$ cat src/rtl/twiddle_mult_stage.sv
// Twiddle ROM consumer: per-sample index generation and 3-cycle complex multiply.
// Define TWMULT_ROUND_EN for round-half-up; otherwise results truncate toward -inf.
module twiddle_mult_stage #(
    parameter int DW        = 16,
    parameter int WW        = 9,
    parameter int ADDR_W    = 1,
    parameter int GROUP_LEN = 1
) (
    input  logic                 clk,
    input  logic                 rst,
    input  logic                 in_valid,
    input  logic                 frame_start,
    input  logic signed [DW-1:0] in_r,
    input  logic signed [DW-1:0] in_i,
    output logic [ADDR_W-1:0]    rom_addr,
    input  logic signed [WW-1:0] w_r,
    input  logic signed [WW-1:0] w_i,
    output logic                 out_valid,
    output logic signed [DW-1:0] out_r,
    output logic signed [DW-1:0] out_i
);
    localparam int PW = DW + WW;
    localparam int SW = PW + 1;
    localparam int GW = (GROUP_LEN > 1) ? $clog2(GROUP_LEN) : 1;
    localparam logic signed [SW-1:0] MAXV = SW'((2 ** (DW - 1)) - 1);
    localparam logic signed [SW-1:0] MINV = SW'(-(2 ** (DW - 1)));
    localparam logic signed [SW-1:0] RND  = SW'(2 ** (WW - 3));

    logic [GW-1:0]     grp_q, grp_d;
    logic [ADDR_W-1:0] idx_q, idx_d;

    logic                 v1_q;
    logic signed [DW-1:0] ar_q, ai_q;
    logic signed [WW-1:0] wr_q, wi_q;

    logic                 v2_q;
    logic signed [PW-1:0] prr_q, pii_q, pri_q, pir_q;

    logic                 ov_q;
    logic signed [DW-1:0] or_q, oi_q;

    // A frame-start sample consumes index 0, so the counters load one step past it
    always_comb begin
        grp_d = grp_q;
        idx_d = idx_q;
        if (in_valid) begin
            if (frame_start) begin
                if (GROUP_LEN == 1) begin
                    grp_d = '0;
                    idx_d = ADDR_W'(1);
                end else begin
                    grp_d = GW'(1);
                    idx_d = '0;
                end
            end else if (grp_q == GW'(GROUP_LEN - 1)) begin
                grp_d = '0;
                idx_d = idx_q + ADDR_W'(1);
            end else begin
                grp_d = grp_q + GW'(1);
            end
        end
    end

    assign rom_addr = (in_valid && frame_start) ? '0 : idx_q;

    function automatic logic signed [DW-1:0] scale(input logic signed [SW-1:0] s);
        logic signed [SW-1:0] t;
        t = s;
`ifdef TWMULT_ROUND_EN
        t = t + RND;
`endif
        t = t >>> (WW - 2);
        if (t > MAXV) t = MAXV;
        else if (t < MINV) t = MINV;
        return DW'(t);
    endfunction

    always_ff @(posedge clk or posedge rst) begin
        if (rst) begin
            grp_q <= '0;
            idx_q <= '0;
        end else begin
            grp_q <= grp_d;
            idx_q <= idx_d;
        end
    end

    always_ff @(posedge clk or posedge rst) begin
        if (rst) begin
            v1_q  <= 1'b0;
            ar_q  <= '0;
            ai_q  <= '0;
            wr_q  <= '0;
            wi_q  <= '0;
            v2_q  <= 1'b0;
            prr_q <= '0;
            pii_q <= '0;
            pri_q <= '0;
            pir_q <= '0;
            ov_q  <= 1'b0;
            or_q  <= '0;
            oi_q  <= '0;
        end else begin
            v1_q  <= in_valid;
            ar_q  <= in_r;
            ai_q  <= in_i;
            wr_q  <= w_r;
            wi_q  <= w_i;
            v2_q  <= v1_q;
            prr_q <= PW'(ar_q) * PW'(wr_q);
            pii_q <= PW'(ai_q) * PW'(wi_q);
            pri_q <= PW'(ar_q) * PW'(wi_q);
            pir_q <= PW'(ai_q) * PW'(wr_q);
            ov_q  <= v2_q;
            if (v2_q) begin
                or_q <= scale(SW'(prr_q) - SW'(pii_q));
                oi_q <= scale(SW'(pri_q) + SW'(pir_q));
            end
        end
    end

    assign out_valid = ov_q;
    assign out_r     = or_q;
    assign out_i     = oi_q;
endmodule

$ cat config.mk
export PLATFORM = sky130hd
export DESIGN_NAME = twiddle_mult_stage
export DESIGN_NICKNAME = d
export VERILOG_FILES = /design/src/rtl/twiddle_mult_stage.sv
export SDC_FILE = /design/constraint.sdc
export NUM_CORES = 2
export LEC_CHECK = 0
export CAP_MARGIN = 20
export CORE_ASPECT_RATIO = 0.5
export CORE_MARGIN = 3
export CORE_UTILIZATION = 25
export CTS_BUF_LIST = sky130_fd_sc_hd__clkbuf_4
export DETAILED_ROUTE_END_ITERATION = 10
export MAX_ROUTING_LAYER = met4
export PLACE_DENSITY = 0.36
export SLEW_MARGIN = 20
export SYNTH_ARGS = -nofsm -noshare
export SYNTH_HDL_FRONTEND = slang
export SYNTH_SLANG_ARGS = --single-unit
$ cat constraint.sdc
create_clock -name clk -period 11.58 [get_ports clk]
set_input_delay 2.316 -clock clk [delete_from_list [all_inputs] [get_ports clk]]
set_output_delay 2.316 -clock clk [all_outputs]
set_load 0.05 [all_outputs]
==> Word-level counts from Yosys, hierarchy flattened <==
Cells that the tools add are included.
{ "totals": {"n_memories": 0, "out_inout_bits": 34, "latch_bits": 0, "wordCells": 39, "ramBits": 0, "rom_bits": 0, "ff_bits": 187, "inputBits": 54} }
{ "op_classes": {"magnitude_cmp": 4, "div": 0, "n_mul": 4, "shifts": 0, "reduce_logical": 2, "n_addsub": 4, "n_bitwise": 0, "n_eq_ne": 1, "muxes": 9} }
{ "ops": {"columns": ["operator", "count"], "rows": [
  ["$mul 16x9->25", 4],
  ["$mux 16", 4],
  ["$gt 19x16->1 const B", 2],
  ["$lt 19x16->1 const B", 2],
  ["$add 25x25->26", 1],
  ["$sub 25x25->26", 1],
  ["$mux 1", 5],
  ["$add 1x1->1 const B", 2],
  ["$ne 2x2->1 const B", 1],
  ["$reduce_and 2->1", 1],
  ["$logic_and 1x1->1", 1]
]} }

==> Longest topological paths before layout <==
{ "depth": {"word_depth": 4, "ltp_mapped": 23, "mapped_depth_nobuf": 21} }

==> Least setup slack after synthesis <==
Ideal clock, no wire load.
{ "synth_timing": {"path_kind": "input -> output", "startpoint": "input in_valid", "endpoint": "output rom_addr", "path_buffers": 0, "arrival_time_ps": 3452, "path_slack_ps": 5812, "stages": 1, "t_required_ps": 9264, "cell_sequence": "a21boi_0"} }
{ "synth_between": {"elab_chain_cells": 2} }
{ "synth_lines": {"columns": ["item", "line_no", "source"], "rows": [
  ["from (decl)", "11", "input logic in_valid,"],
  ["$logic_and 1x1->1", "64", "assign rom_addr = (in_valid && frame_start) ? '0 : idx_q;"],
  ["$mux 1", "64", null],
  ["to (decl)", "15", "output logic [ADDR_W-1:0] rom_addr,"]
]} }
No other way between the ends.

==> Final worst setup path <==
{ "layout_timing": {"startpoint": "register ai_q[4]", "endpoint": "register pir_q[23]"} }
{ "layout_between": {"elab_chain_cells": 1} }
{ "layout_lines": {"columns": ["item", "line_no", "source"], "rows": [
  ["from (decl)", "33", "logic signed [DW-1:0] ar_q, ai_q;"],
  ["from (signal assigned)", "106", "ai_q <= in_i;"],
  ["$mul 16x9->25", "113", "pir_q <= PW'(ai_q) * PW'(wr_q);"],
  ["to (signal assigned)", "113", null],
  ["to (decl)", "37", "logic signed [PW-1:0] prr_q, pii_q, pri_q, pir_q;"]
]} }
No other way between the ends.
A chain may end at the register's enable or synchronous reset.

==> out/qor.log <==
[status] run status complete, no violations
[layout] final layout net count 3466
[yosys] share of synthesized registers carrying an async set or reset 100%
[yosys] combinational family with the most area after synthesis adder cells
[layout] Multi-input gate area 19400 µm²
[clock_network] clock insertion delay at the later pin of the skew report 0.91 ns
[yosys] fraction of synthesized area in multiplexers 0%
[clock_network] TritonCTS Buffers 17
[worst_hold_path] launch instance of the worst min-delay path v1_q$_DFF_PP0_
[clock_network] number of buffers inserted for hold repair after clock tree synthesis 0
[clock_network] clock-pin slew on the worst setup and hold paths 0.18 ns
[drt] iteration-0 DRC count of the detailed router 956
[clock_network] worst-case clock buffer depth 2
[yosys] count of flip-flops with a built-in enable after synthesis 0
[job] max-capacitance violation count 0
[placed_design] DPL Wire Length 53800 µm
[yosys] count of unique library cells instantiated by Yosys 63
[clock_network] H-tree levels 4
[floorplanning] starting density of the core 25.4%
[setup_path] Reg-to-Reg Start ai_q[4]$_DFF_PP0_
[yosys] leading post-synthesis cells by instance count 476 x fa_1, 454 x inv_1, 297 x nand2_1
[floorplanning] std cell rows 83
[layout] Filler cells 11005
[yosys] post-synthesis simple-gate area fraction 14.1%
[layout] share of cells above drive strength 1 3.42%
[yosys] parity-gate share of the synthesized area counting xor and xnor cells 4.24%
[drt] DRC 0
[yosys] Post-Synth Adder-Cell Area 48.6%
[clock_network] # Post-CTS Setup Buffers 0
[setup_path] worst endpoint required time 12.37 ns
[timing] setup_tns 0 ns
[yosys] dominant cell by count in the synthesized netlist fa_1
[floorplanning] IO Pins 88
[layout] Final Cell Area 29000 µm²
[drt] average wire length per cell after detail routing 17.5 µm
[clock_network] clock tree from TritonCTS done
[timing] RSZ-0062 raised after global routing false
[setup_path] Crit Path Class reg2reg
[floorplanning] y dimension of the die 235 µm
[setup_path] launching element of the worst setup path ai_q[4]$_DFF_PP0_
[drt] number of iterations in the first detailed-routing pass 5
[placed_design] final RePlAce weighted congestion 0.757
[yosys] cells after synthesis 2634
[yosys] Cell Area, Synth 26200 µm²
[power] VDD IR max 111 µV
[drt] vias post-DR 17569
[yosys] yosys synthesis warning count 0
[timing] final-report max-slew violation count 0
[yosys] flops & latches, synth 186
[timing] Final Hold Fails 0
[yosys] prevailing post-synth register cell dfrtp_1
[timing] relative slew slack 31.7%
[power] power density over cell area 279 nW/µm²
[floorplanning] core area 103000 µm²
[global_route] first-pass GRT wire length 116000 µm
[yosys] syn nets 3420
[global_route] overall routing resource usage 14.3%
[yosys] Yosys top cell area share 36.4%
[setup_path] startpoint class of the critical path register
[power] total leakage power 14.3 nW
[setup_path] data arrival at the endpoint of the critical path 7.44 ns
[yosys] average cell area after synthesis 9.95 µm²
[yosys] share of synthesized area occupied by flip-flops and latches 17.8%
[worst_hold_path] Min-Delay Path Class reg2reg
[drt] Routed Wire Length 71600 µm
[timing] portion of the clock cycle consumed by the worst path in the final layout 57.4%
[timing] Setup-failing EPs final 0
[drt] Vias per Instance 4.28
[layout] area growth from synthesis to layout 10.8%
[global_route] pin count of the biggest net entering global routing 85
[clock_network] root buf cell clkbuf_4
[yosys] cell type contributing the most total cell area after synthesis fa_1
[timing] maximum clock frequency 150 MHz
[clock_network] CTS sink cnt 186
[timing] Final Critical Period 6.65 ns
[floorplanning] area of the die 109000 µm²
[placed_design] buffers added on ports 87
[power] total power of the final layout 8.12 mW
[yosys] main area contributors after synthesis fa_1 36%, dfrtp_1 18%, ha_1 12%
[floorplanning] Chip Width 464 µm
[global_route] initial antenna violation count 2
[setup_path] capturing element type of the critical path register
[setup_path] largest driver fanout on the critical path 18
[global_route] vias in the first global route 18528
[clock_network] post-CTS resize count 0
[drt] post-detailed-route count of antenna-violating nets 0
[timing] actual transition at the worst max-transition pin 1.03 ns
[global_route] aggregate global routing overflow 0
[timing] final clock skew 0.0529 ns
[yosys] post-synthesis compound-gate area fraction 7.27%
[layout] Sequential Area 4660 µm²
[placed_design] total cell area at the placement stage 28800 µm²
-- final timing paths --
check | slack [ns] | end | depth (start not counted)
min | 0.37 | v2_q$_DFF_PP0_ | 0
min reg2reg | 0.37 | v2_q$_DFF_PP0_ | 0
max reg2reg | 4.94 | pir_q[23]$_DFF_PP0_ | 21
max in group asynchronous | 8.38 | ar_q[11]$_DFF_PP0_ | 3
min in group asynchronous | 1.86 | ar_q[3]$_DFF_PP0_ | 2
max | 4.94 | pir_q[23]$_DFF_PP0_ | 21
-- power by group --
part | internal, mW | switching (mW)
clock network | 0.0927 | 0.316
registers | 0.972 | 0.124
logic | 2.87 | 3.74
total | 3.94 | 4.18
-- critical path: stages (launching register included) --
cell and delay [ns]:
dfrtp_1 0.85, nand2_1 0.16, fa_1 0.53, inv_1 0.05
fa_1 0.45, ha_1 0.28, inv_1 0.04, fa_1 0.47
inv_1 0.04, ha_1 0.27, ha_1 0.22, fa_1 0.46
a21o_1 0.17, a21oi_1 0.27, nor2b_1 0.10, o21a_1 0.22
o41ai_2 0.40, o22ai_1 0.24, o41ai_1 0.81, o211ai_1 0.21
o311a_1 0.16, xor2_1 0.14
-- layout by cell type (no fill, tap or decap), types with 23 or more instances in the layout --
master           synthesis  routed
fa_1                   476     476
inv_1                  454     453
nand2_1                297     297
ha_1                   256     256
and2_1                 255     255
dfrtp_1                186     184
nor2_1                 102     102
xnor2_1                101     101
clkdlybuf4s50_1          0      87
a21oi_1                 78      78
buf_4                    0      43
a21o_1                  38      38
o21ai_0                 33      33
xor2_1                  26      26
nand3_1                 23      23
-- flip-flops by register name (all words and copies together), names as in the netlist --
| name | flops |
|---|---|
| pir_q | 25 |
| pri_q | 25 |
| idx_q | 1 |
| wi_q | 9 |
| prr_q | 25 |
| out_i | 16 |
| v2_q | 1 |
| ai_q | 16 |
| out_r | 16 |
| wr_q | 9 |
| v1_q | 1 |
| out_valid | 1 |
| ar_q | 16 |
| pii_q | 25 |
-- logic make-up after synthesis --
| group | count (synthesis) |
|---|---|
| compound gates | 277 |
| xor+xnor | 127 |
| fa+ha+maj | 732 |
| buf+inv | 558 |
| flops | 186 |
| simple gates | 754 |
-- layout make-up --
cell class	count	area share, %
Clock buffer	17	0.439
Antenna cell	9	0.0775
Inverter	455	5.91
Sequential cell	186	16.0
Tap cell	1402	6.04
Clock inverter	15	0.452
Multi-Input combinational cell	1890	66.9
Timing Repair Buffer	130	4.11
-- metrics by stage --
stage,hold WS [ns],cells,worst slack (ns),utilization (%)
finish,0.371,4104,4.94,28.1
global route,0.375,4103,4.43,28.1
CTS,0.373,4095,4.96,28.1
detailed placement,0.346,4063,5.03,27.9
global placement,0.332,4063,5.07,27.9
floorplan,0.331,2634,4.21,-
-- metal layers --
metal | share of wire (%) | vias to the layer above | track usage [%]
li1 | - | 8236 | -
met4 | 0.66 | 0 | 2.37
met1 | 58 | 9083 | 23.3
met5 | 0 | - | -
met3 | 3.5 | 25 | 2.35
met2 | 38 | 225 | 18.0
Note: power is estimated with default switching activity, not from simulation.
